$ cat src/rtl/lsu_pkg.sv
// Shared definitions for the load/store unit: FSM state encoding, funct3
// access size/sign decode and the width of the bus timeout counter.
package lsu_pkg;

   localparam logic [1:0] ST_IDLE = 2'd0;
   localparam logic [1:0] ST_REQ  = 2'd1;
   localparam logic [1:0] ST_DONE = 2'd2;

   localparam logic [2:0] F3_LB  = 3'b000;
   localparam logic [2:0] F3_LH  = 3'b001;
   localparam logic [2:0] F3_LW  = 3'b010;
   localparam logic [2:0] F3_LBU = 3'b100;
   localparam logic [2:0] F3_LHU = 3'b101;
   localparam int         F3_UNS_BIT = 2;

   localparam logic [1:0] SZ_BYTE = 2'd0;
   localparam logic [1:0] SZ_HALF = 2'd1;
   localparam logic [1:0] SZ_WORD = 2'd2;

   localparam int TO_CNT_W = 16;

   // Access size from funct3; stores have no unsigned forms, so those codes fall back to word.
   function automatic logic [1:0] lsu_size(input logic [2:0] f3, input logic is_store);
      logic [1:0] sz;
      case (f3)
         F3_LB, F3_LBU: sz = SZ_BYTE;
         F3_LH, F3_LHU: sz = SZ_HALF;
         F3_LW:         sz = SZ_WORD;
         default:       sz = SZ_WORD;
      endcase
      if (is_store && f3[F3_UNS_BIT]) sz = SZ_WORD;
      return sz;
   endfunction

   // Byte lane of the access with the address forced to natural alignment.
   function automatic logic [1:0] lsu_lane(input logic [1:0] sz, input logic [1:0] a);
      case (sz)
         SZ_BYTE: return a;
         SZ_HALF: return {a[1], 1'b0};
         default: return 2'b00;
      endcase
   endfunction

endpackage

$ cat src/rtl/lsu_align.sv
// Combinational lane steering: byte enables and store-data replication for
// the bus, plus extraction and sign/zero extension of load data.
module lsu_align
   import lsu_pkg::*;
(
   input  logic [1:0]  size_i,
   input  logic        unsigned_i,
   input  logic [1:0]  lane_i,
   input  logic [31:0] wdata_i,
   input  logic [31:0] rword_i,
   output logic [3:0]  be_o,
   output logic [31:0] wdata_o,
   output logic [31:0] rdata_o
);

   logic signed [7:0]  byte_s;
   logic signed [15:0] half_s;

   // Select the addressed lane and format both directions for the access size.
   always_comb begin
      byte_s  = rword_i[{lane_i, 3'b000} +: 8];
      half_s  = rword_i[{lane_i[1], 4'b0000} +: 16];
      be_o    = 4'b1111;
      wdata_o = wdata_i;
      rdata_o = rword_i;
      case (size_i)
         SZ_BYTE: begin
            be_o    = 4'b0001 << lane_i;
            wdata_o = {4{wdata_i[7:0]}};
            rdata_o = unsigned_i ? {24'd0, byte_s} : {{24{byte_s[7]}}, byte_s};
         end
         SZ_HALF: begin
            be_o    = 4'b0011 << {lane_i[1], 1'b0};
            wdata_o = {2{wdata_i[15:0]}};
            rdata_o = unsigned_i ? {16'd0, half_s} : {{16{half_s[15]}}, half_s};
         end
         default: ;
      endcase
   end

endmodule

$ cat src/rtl/load_store_unit.sv
// Load/store unit: converts core loads/stores into a req/ack bus transaction,
// formats load data and stalls the core until the access retires.
// Optional macro LSU_MISALIGN_EXC_EN: misaligned half/word accesses skip the
// bus and retire with misaligned=1; otherwise addresses are naturally aligned.
module load_store_unit
   import lsu_pkg::*;
#(
   parameter int TIMEOUT = 16
) (
   input  logic        clk,
   input  logic        reset_n,
   input  logic        mem_rd,
   input  logic        mem_wr,
   input  logic [2:0]  funct3,
   input  logic [31:0] addr,
   input  logic [31:0] wdata,
   output logic [31:0] rdata,
   output logic        stall,
   output logic        bus_err,
   output logic        misaligned,
   output logic        bus_req,
   output logic        bus_we,
   output logic [31:0] bus_addr,
   output logic [3:0]  bus_be,
   output logic [31:0] bus_wdata,
   input  logic        bus_ack,
   input  logic [31:0] bus_rdata
);

   localparam logic [TO_CNT_W-1:0] TO_LAST = TO_CNT_W'(TIMEOUT - 1);

   logic [1:0]          state_q, state_d;
   logic [TO_CNT_W-1:0] cnt_q, cnt_d;
   logic                bus_req_q, bus_req_d;
   logic                bus_we_q, bus_we_d;
   logic [31:0]         bus_addr_q, bus_addr_d;
   logic [3:0]          bus_be_q, bus_be_d;
   logic [31:0]         bus_wdata_q, bus_wdata_d;
   logic [31:0]         rdata_q, rdata_d;
   logic                bus_err_q, bus_err_d;
   logic                mis_q, mis_d;
   logic [1:0]          size_q, lane_q;
   logic                uns_q;

   logic        req_any, exc_c;
   logic [1:0]  size_c, lane_c;
   logic [3:0]  st_be;
   logic [31:0] st_wdata, ld_rdata;
   logic [31:0] unused_st_rdata, unused_ld_wdata;
   logic [3:0]  unused_ld_be;

   assign req_any = mem_rd | mem_wr;
   assign size_c  = lsu_size(funct3, mem_wr);
   assign lane_c  = lsu_lane(size_c, addr[1:0]);

`ifdef LSU_MISALIGN_EXC_EN
   assign exc_c = ((size_c == SZ_HALF) && addr[0]) ||
                  ((size_c == SZ_WORD) && (addr[1:0] != 2'b00));
`else
   assign exc_c = 1'b0;
`endif

   lsu_align u_st_align (
      .size_i     (size_c),
      .unsigned_i (funct3[F3_UNS_BIT]),
      .lane_i     (lane_c),
      .wdata_i    (wdata),
      .rword_i    (32'd0),
      .be_o       (st_be),
      .wdata_o    (st_wdata),
      .rdata_o    (unused_st_rdata)
   );

   lsu_align u_ld_align (
      .size_i     (size_q),
      .unsigned_i (uns_q),
      .lane_i     (lane_q),
      .wdata_i    (32'd0),
      .rword_i    (bus_rdata),
      .be_o       (unused_ld_be),
      .wdata_o    (unused_ld_wdata),
      .rdata_o    (ld_rdata)
   );

   // Next-state logic for the IDLE -> REQ -> DONE access sequence.
   always_comb begin
      state_d     = state_q;
      cnt_d       = cnt_q;
      bus_req_d   = bus_req_q;
      bus_we_d    = bus_we_q;
      bus_addr_d  = bus_addr_q;
      bus_be_d    = bus_be_q;
      bus_wdata_d = bus_wdata_q;
      rdata_d     = 32'd0;
      bus_err_d   = 1'b0;
      mis_d       = 1'b0;
      case (state_q)
         ST_IDLE: begin
            if (req_any) begin
               if (exc_c) begin
                  state_d = ST_DONE;
                  mis_d   = 1'b1;
               end else begin
                  state_d     = ST_REQ;
                  cnt_d       = '0;
                  bus_req_d   = 1'b1;
                  bus_we_d    = mem_wr;
                  bus_addr_d  = {addr[31:2], 2'b00};
                  bus_be_d    = st_be;
                  bus_wdata_d = mem_wr ? st_wdata : 32'd0;
               end
            end
         end
         ST_REQ: begin
            if (bus_ack) begin
               state_d   = ST_DONE;
               bus_req_d = 1'b0;
               rdata_d   = bus_we_q ? 32'd0 : ld_rdata;
            end else if ((TIMEOUT != 0) && (cnt_q == TO_LAST)) begin
               state_d   = ST_DONE;
               bus_req_d = 1'b0;
               bus_err_d = 1'b1;
            end else begin
               cnt_d = cnt_q + 1'b1;
            end
         end
         default: state_d = ST_IDLE;
      endcase
   end

   // Control and output registers; reset drops an in-flight request at once.
   always_ff @(posedge clk or negedge reset_n) begin
      if (!reset_n) begin
         state_q     <= ST_IDLE;
         cnt_q       <= '0;
         bus_req_q   <= 1'b0;
         bus_we_q    <= 1'b0;
         bus_addr_q  <= 32'd0;
         bus_be_q    <= 4'd0;
         bus_wdata_q <= 32'd0;
         rdata_q     <= 32'd0;
         bus_err_q   <= 1'b0;
         mis_q       <= 1'b0;
      end else begin
         state_q     <= state_d;
         cnt_q       <= cnt_d;
         bus_req_q   <= bus_req_d;
         bus_we_q    <= bus_we_d;
         bus_addr_q  <= bus_addr_d;
         bus_be_q    <= bus_be_d;
         bus_wdata_q <= bus_wdata_d;
         rdata_q     <= rdata_d;
         bus_err_q   <= bus_err_d;
         mis_q       <= mis_d;
      end
   end

   // Access shape kept for formatting the returned load word.
   always_ff @(posedge clk) begin
      if ((state_q == ST_IDLE) && req_any) begin
         size_q <= size_c;
         lane_q <= lane_c;
         uns_q  <= funct3[F3_UNS_BIT];
      end
   end

   assign stall      = ((state_q == ST_IDLE) && req_any) || (state_q == ST_REQ);
   assign rdata      = rdata_q;
   assign bus_err    = bus_err_q;
   assign misaligned = mis_q;
   assign bus_req    = bus_req_q;
   assign bus_we     = bus_we_q;
   assign bus_addr   = bus_addr_q;
   assign bus_be     = bus_be_q;
   assign bus_wdata  = bus_wdata_q;

endmodule

$ cat config.mk
export PLATFORM = sky130hd
export DESIGN_NAME = load_store_unit
export DESIGN_NICKNAME = d
export VERILOG_FILES = /design/src/rtl/lsu_pkg.sv /design/src/rtl/lsu_align.sv /design/src/rtl/load_store_unit.sv
export SDC_FILE = /design/constraint.sdc
export NUM_CORES = 1
export LEC_CHECK = 0
export CAP_MARGIN = 0
export CORE_MARGIN = 2
export CORE_UTILIZATION = 48
export DETAILED_ROUTE_END_ITERATION = 8
export PLACE_DENSITY = 0.95
export SLEW_MARGIN = 10
export SYNTH_ARGS = -nofsm -noshare
export SYNTH_HDL_FRONTEND = slang
export SYNTH_SLANG_ARGS = --single-unit
$ cat constraint.sdc
create_clock -name clk -period 3 [get_ports clk]
set_input_delay 0.3 -clock clk [delete_from_list [all_inputs] [get_ports clk]]
set_output_delay 0.3 -clock clk [all_outputs]
set_load 0.05 [all_outputs]
==> flow_metrics.py, run 1 <==
metrics = {
    "drt": {
        "routed-wl-met2_um": 8500,
        "drt_pass1_iterations": 5,
        "finalWirelength_um": 16620,
        "top_layer": "met4",
        "met1_length_um": 6173,
        "wl_per_cell_um": 18.41,
        "drt_iter0_drc": 457,
        "wl_met3_um": 1551,
        "drc": 0,
        "via_per_inst": 5.597,
        "vias": 5054,
        "postRouteAntennaNets": 0,
    },
    "floorplanning": {
        "die_w_um": 110.9,
        "initial_core_util": 0.4862,
        "io_pins": 209,
        "die_h_um": 110.9,
        "row_count": 39,
        "die_area_um2": 12290,
        "coreArea_um2": 11270,
    },
    "final_layout": {
        "area_growth_pct": 51.03,
        "fin_cells": 903,
        "diodes": 0,
        "fin_area_um2": 8277,
        "nets": 852,
        "final_util": 0.7343,
        "drive_gt1_frac": 0.08158,
        "fill_cells": 777,
    },
    "run": {
        "cap_violations": 0,
    },
    "clocking": {
        "cts_buffer_depth": 2,
        "cts_buffers": 17,
        "worstSkewPairLatency_ns": 0.41,
        "clockRootBuffer": "clkbuf_16",
        "clk_pin_slew_ns": 0.05,
        "post_cts_buffers": 0,
        "cts_tree": "built",
        "htreeDepth": 4,
        "cts.sinks": 124,
    },
    "synthesis": {
        "synth_top_flop_cell": "dfrtp_1",
        "synthDistinctLibCells": 46,
        "syn_area_per_cell_um2": 10.06,
        "synth_warnings": 0,
        "syn-cell-area_um2": 5480,
        "ys_seq_area_frac": 0.5708,
        "synth_common_cells": "nand2_1 (132), dfrtp_1 (119), o21ai_0 (53)",
        "synth-seq-cells": 124,
        "yosysMostFrequentCell": "nand2_1",
        "yosys.area.top_type": "dfrtp_1",
        "async_flop_share": 0.9597,
        "synth.area.top_cells": "dfrtp_1 (54%), nand2_1 (9.0%), o21ai_0 (4.8%), mux2i_1 (4.6%), a21oi_1 (3.2%)",
        "synth_edf_count": 5,
        "synth_cells": 545,
        "synth_top_cell_area_share": 0.5434,
    },
    "power": {
        "ir_worst_vdd_v": 0.0009570,
        "power.density_nw_per_um2": 1117,
        "p_leak_nw": 3.805,
        "clockPowerShare": 0.234,
        "p_sw_mw": 4.186,
        "p_int_mw": 5.057,
        "p_total_mw": 9.244,
        "combPwrFrac": 0.483,
        "swShare": 0.4529,
        "p_seq_frac": 0.283,
    },
    "worst_setup_path": {
        "path_class": "primary input to output port",
        "crit_path_end_kind": "output port",
        "slowest_stage": "clkdlybuf4s50_1",
        "worst_ep_arrival_time_ns": 1.90,
        "cp_cell_sequence": "clkdlybuf4s50_1, nor2_1, a21oi_1, clkdlybuf4s50_1",
        "reg2reg_depth": 4,
        "cpPeakStageDelay_ns": 0.81,
        "cp_max_fo": 5,
        "path_common_cell": "clkdlybuf4s50_1",
        "worstSetupStartpointType": "primary input",
        "crit_required_ns": 2.70,
    },
    "timing": {
        "fin_setup_tns_ns": 0,
        "period_share": 0.7325,
        "worst_pin_slew_ns": 0.7237,
        "hold_ws_ns": 0.3798,
        "finalHoldViolCount": 0,
        "slew_violations": 0,
        "worst_slack_ns": 0.8024,
        "relSlewSlack": 0.5164,
        "rsz0062_at_grt": "false",
        "final.setup_skew_ns": 0.01274,
        "max_freq_ghz": 0.4550,
        "finalCriticalPeriod_ns": 2.198,
        "setup_viol": 0,
    },
    "placed_design": {
        "dp_cells": 870,
        "dpl_cell_area_um2": 7642,
        "finalWeightedCongestion": 0.9179,
        "hpwlAfterDp_um": 11800,
        "place_ws_ns": 0.8097,
        "port_buffers": 205,
    },
    "global_route": {
        "antenna_found_initial": 0,
        "grt_max_degree": 65,
        "grt_pass1_vias": 5259,
        "grt_pass1_wl_um": 26800,
        "grt-ovfl-total": 0,
        "grtUsageTotal": 0.2759,
    },
    "status": {
        "run_status": "finished clean",
    },
    "min_path": {
        "hp-class": "primary input to async pin",
    },
}
-- state kept, by name (all words and copies together), names as in the netlist --
signal / flops
bus_wdata: 32
rdata: 32
bus_addr: 30
cnt_q: 16
bus_be: 4
lane_q: 2
size_q: 2
state_q: 2
bus_err: 1
bus_req: 1
bus_we: 1
uns_q: 1
-- layout by cell type, fill, tap and decap left out, types with 6 or more instances in the layout --
master,count
a21o_1,17
a21oi_1,35
a22o_1,8
and2_1,6
buf_4,9
clkbuf_16,17
clkdlybuf4s50_1,204
dfrtp_1,119
inv_1,8
mux2_2,7
mux2i_1,25
nand2_1,131
nand3b_1,7
nor2_1,20
o21ai_0,53
o31ai_1,9
-- power by group through the flow --
stage | logic, mW | registers (mW) | clock network (mW)
floorplan | 1.07 | 4.36 | 0
global placement | 4.34 | 2.59 | 0
detailed placement | 4.43 | 2.62 | 0
CTS | 4.48 | 2.61 | 2.18
global route | 4.70 | 2.68 | 2.27
finish | 4.47 | 2.62 | 2.16
-- worst max-delay path, delay by kind of cell --
kind	cells	cell delay [ns]
and+or+nand+nor	1	0.08
buffers and inverters	2	1.36
AOI/OAI and AO/OA	1	0.14
-- worst paths after layout --
path / startpoint / endpoint / slack (ns)
min reg2reg: bus_addr[27] / bus_addr[27] / 0.47
max reg2reg: size_q[0] / rdata[5] / 0.94
max: mem_wr / stall / 0.80
min: reset_n / rdata[5] / 0.38
max in group asynchronous: reset_n / bus_wdata[29] / 1.92
min in group clk: addr[27] / bus_addr[27] / 0.42
-- layer usage --
layer / vias up / global-route usage
li1: 2283 / -
met1: 2458 / 0.3130
met2: 278 / 0.4810
met3: 35 / 0.1022
met4: 0 / 0.09417
met5: - / 0
-- area by class of cell --
class,instances,area [um2],area share
Sequential cell,124,3128,0.3779
Inverter,9,33.78,0.004082
Multi-Input combinational cell,380,2172,0.2624
Clock buffer,18,429.2,0.05185
Clock inverter,14,195.2,0.02358
Timing Repair Buffer,215,2140,0.2585
Tap cell,143,178.9,0.02162
-- kinds of logic (layout without fill, tap and decap cells) --
logic type,Yosys count,in the layout,synth area share
AOI/OAI and AO/OA,134,134,0.1463
xor gates and xnor gates,4,4,0.006392
adders and majority gates,1,1,0.002283
buffers and inverters,43,256,0.03470
DFF,124,124,0.5708
muxes,33,33,0.06416
other,1,3,0.0006843
and+or+nand+nor,205,205,0.1747
-- what timing repair did --
action / 4_1_cts / 5_1_grt
hold endpoints to repair: 33 / 0
hold buffers: 1 / 0
gates resized for setup: 0 / 0
(Power assumes the default switching activity.)
==> run 2: changes to the inputs <==
CORE_UTILIZATION = 44   (was 48)
PLACE_DENSITY = 0.92   (was 0.95)
clock period = 2.1 ns   (was 3 ns; I/O delays follow)
==> run 2 against run 1 <==
Die area up 8.8%. Combinational power up 46%. Clock power up 34%. Critical path depth down 3. Via count up 1.9%.
==> flow_metrics.py, run 2 (synthesized netlist as in run 1, its figures left out) <==
metrics = {
    "clocking": {
        "htreeDepth": 4,
        "cts_buffers": 17,
        "cts.sinks": 124,
        "clk_pin_slew_ns": 0.06,
        "clockRootBuffer": "clkbuf_16",
        "cts_tree": "built",
        "worstSkewPairLatency_ns": 0.42,
        "cts_buffer_depth": 2,
        "cts-resized-gates": 0,
    },
    "floorplanning": {
        "die_w_um": 115.6,
        "die_area_um2": 13360,
        "die_h_um": 115.6,
        "io_pins": 209,
        "coreArea_um2": 12060,
        "row_count": 40,
        "initial_core_util": 0.4544,
    },
    "final_layout": {
        "final_cell_mix": "clkdlybuf4s50_1 (203), nand2_1 (131), dfrtp_1 (119)",
        "diodes": 0,
        "nets": 860,
        "fill_cells": 833,
        "area_growth_pct": 52.56,
        "mostFrequentLayoutCell": "clkdlybuf4s50_1",
        "drive_gt1_frac": 0.08984,
    },
    "worst_setup_path": {
        "r2r_setup_slack_ns": 0.31,
        "critPathTopFamily": "buffers and inverters",
        "crit_start": "bus_we",
        "path_class": "flip-flop to output port",
        "crit_required_ns": 1.89,
        "r2r_end": "cnt_q[13]",
        "cpPeakStageDelay_ns": 0.85,
        "slowest_stage": "clkdlybuf4s50_1",
        "crit_end": "bus_we",
        "timing.rr.start": "state_q[1]",
        "reg2reg_depth": 4,
        "cp_max_fo": 3,
        "cp_cell_sequence": "clkdlybuf4s50_1",
        "worst_ep_arrival_time_ns": 1.67,
        "critPathBufInv": 1,
        "crit_cells": 1,
        "worstSetupStartpointType": "flip-flop",
        "crit_path_end_kind": "output port",
    },
    "drt": {
        "wl_per_cell_um": 18.59,
        "finalWirelength_um": 17400,
        "drc": 0,
        "vias": 5148,
        "drt_pass1_iterations": 5,
        "via_per_inst": 5.500,
        "postRouteAntennaNets": 0,
        "drt_iter0_drc": 624,
    },
    "power": {
        "ir_worst_vdd_v": 0.001132,
        "p_total_mw": 13.15,
        "p_leak_nw": 3.844,
        "power.density_nw_per_um2": 1572,
    },
    "placed_design": {
        "port_buffers": 205,
        "hpwlAfterDp_um": 12560,
        "finalWeightedCongestion": 0.8921,
    },
    "timing": {
        "rsz0062_at_grt": "false",
        "period_share": 0.8930,
        "finalHoldViolCount": 0,
        "final.setup_skew_ns": 0.009894,
        "max_freq_ghz": 0.5332,
        "relSlewSlack": 0.6196,
        "worst_pin_slew_ns": 0.5688,
        "slew_violations": 0,
        "setup_viol": 0,
        "finalCriticalPeriod_ns": 1.875,
        "fin_setup_tns_ns": 0,
    },
    "global_route": {
        "grt_pass1_vias": 5342,
        "grtUsageTotal": 0.2630,
        "grt_use_met1": 0.2859,
        "busiest_layer": "met2",
        "grt_pass1_wl_um": 26770,
        "grt_max_degree": 73,
        "antenna_found_initial": 0,
        "grt-ovfl-total": 0,
        "grt_use_met2": 0.4522,
        "grt.met3_usage": 0.09623,
    },
    "status": {
        "run_status": "finished clean",
    },
    "run": {
        "cap_violations": 0,
    },
    "min_path": {
        "hp-class": "primary input to async pin",
    },
}
## run 2: cell types whose count changed in the layout (fill, tap and decap cells not counted), sizes merged
cell,previous run,this run
buf,10,19
clkinv,8,10
bufinv,4,3
clkdlybuf4s50,204,203
inv,10,9
## run 2: worst min-delay path by stage
stage | start | to | slack (ns) | cells past startpoint
6_report | reset_n | rdata[11] | 0.31 | 2
5_1_grt | addr[14] | bus_addr[14] | 0.33 | 3
4_1_cts | addr[26] | bus_addr[26] | 0.32 | 3
3_5_place_dp | reset_n | rdata[12] | 0.21 | 1
3_3_place_gp | reset_n | rdata[12] | 0.20 | 1
2_1_floorplan | reset_n | bus_addr[10] | -0.09 | 0
## run 2: timing repair
action,4_1_cts,5_1_grt
endpoints found under the hold margin,35,0
endpoints found under the setup margin,0,0
hold buffers,1,0
buffers inserted,0,0
## run 2: final cells by class
type,count,area [um2],area share
Clock inverter,14,152.6,0.01826
Sequential cell,124,3128,0.3741
Clock buffer,18,429.2,0.05133
Multi-Input combinational cell,380,2172,0.2598
Tap cell,168,210.2,0.02514
Inverter,9,33.78,0.004041
Timing Repair Buffer,223,2235,0.2673
## run 2: power by group
group / switching, mW / leakage, nW / total (mW) / internal, mW
clock: 1.05 / 0.288 / 2.90 / 1.84
sequential: 0.510 / 1.60 / 3.73 / 3.22
combinational: 4.42 / 1.96 / 6.52 / 2.10
total: 5.98 / 3.84 / 13.1 / 7.17
## run 2: metal layers
layer | vias to the layer above | routed length, um
met5 | - | 0
met4 | 0 | 637
met3 | 55 | 1671
met2 | 290 | 8783
met1 | 2500 | 6308
li1 | 2303 | -
## run 2: through the flow
stage	instance area (um2)	utilization	instances	worst slack [ns]	hold slack, ns
final	8361	0.6932	936	0.2247	0.3094
after global placement	7769	0.6441	903	0.2690	0.2009
after detailed placement	7769	0.6441	903	0.1969	0.2107
after global routing	8361	0.6932	936	0.1562	0.3294
after CTS	8361	0.6932	936	0.2219	0.3164
after floorplan	5488	-	547	0.2788	-0.08559
==> run 3: changes to the inputs <==
SLEW_MARGIN = 20   (was 10)
==> results of run 3 <==
Final layout, timing and power as in run 2 (identical DEF).
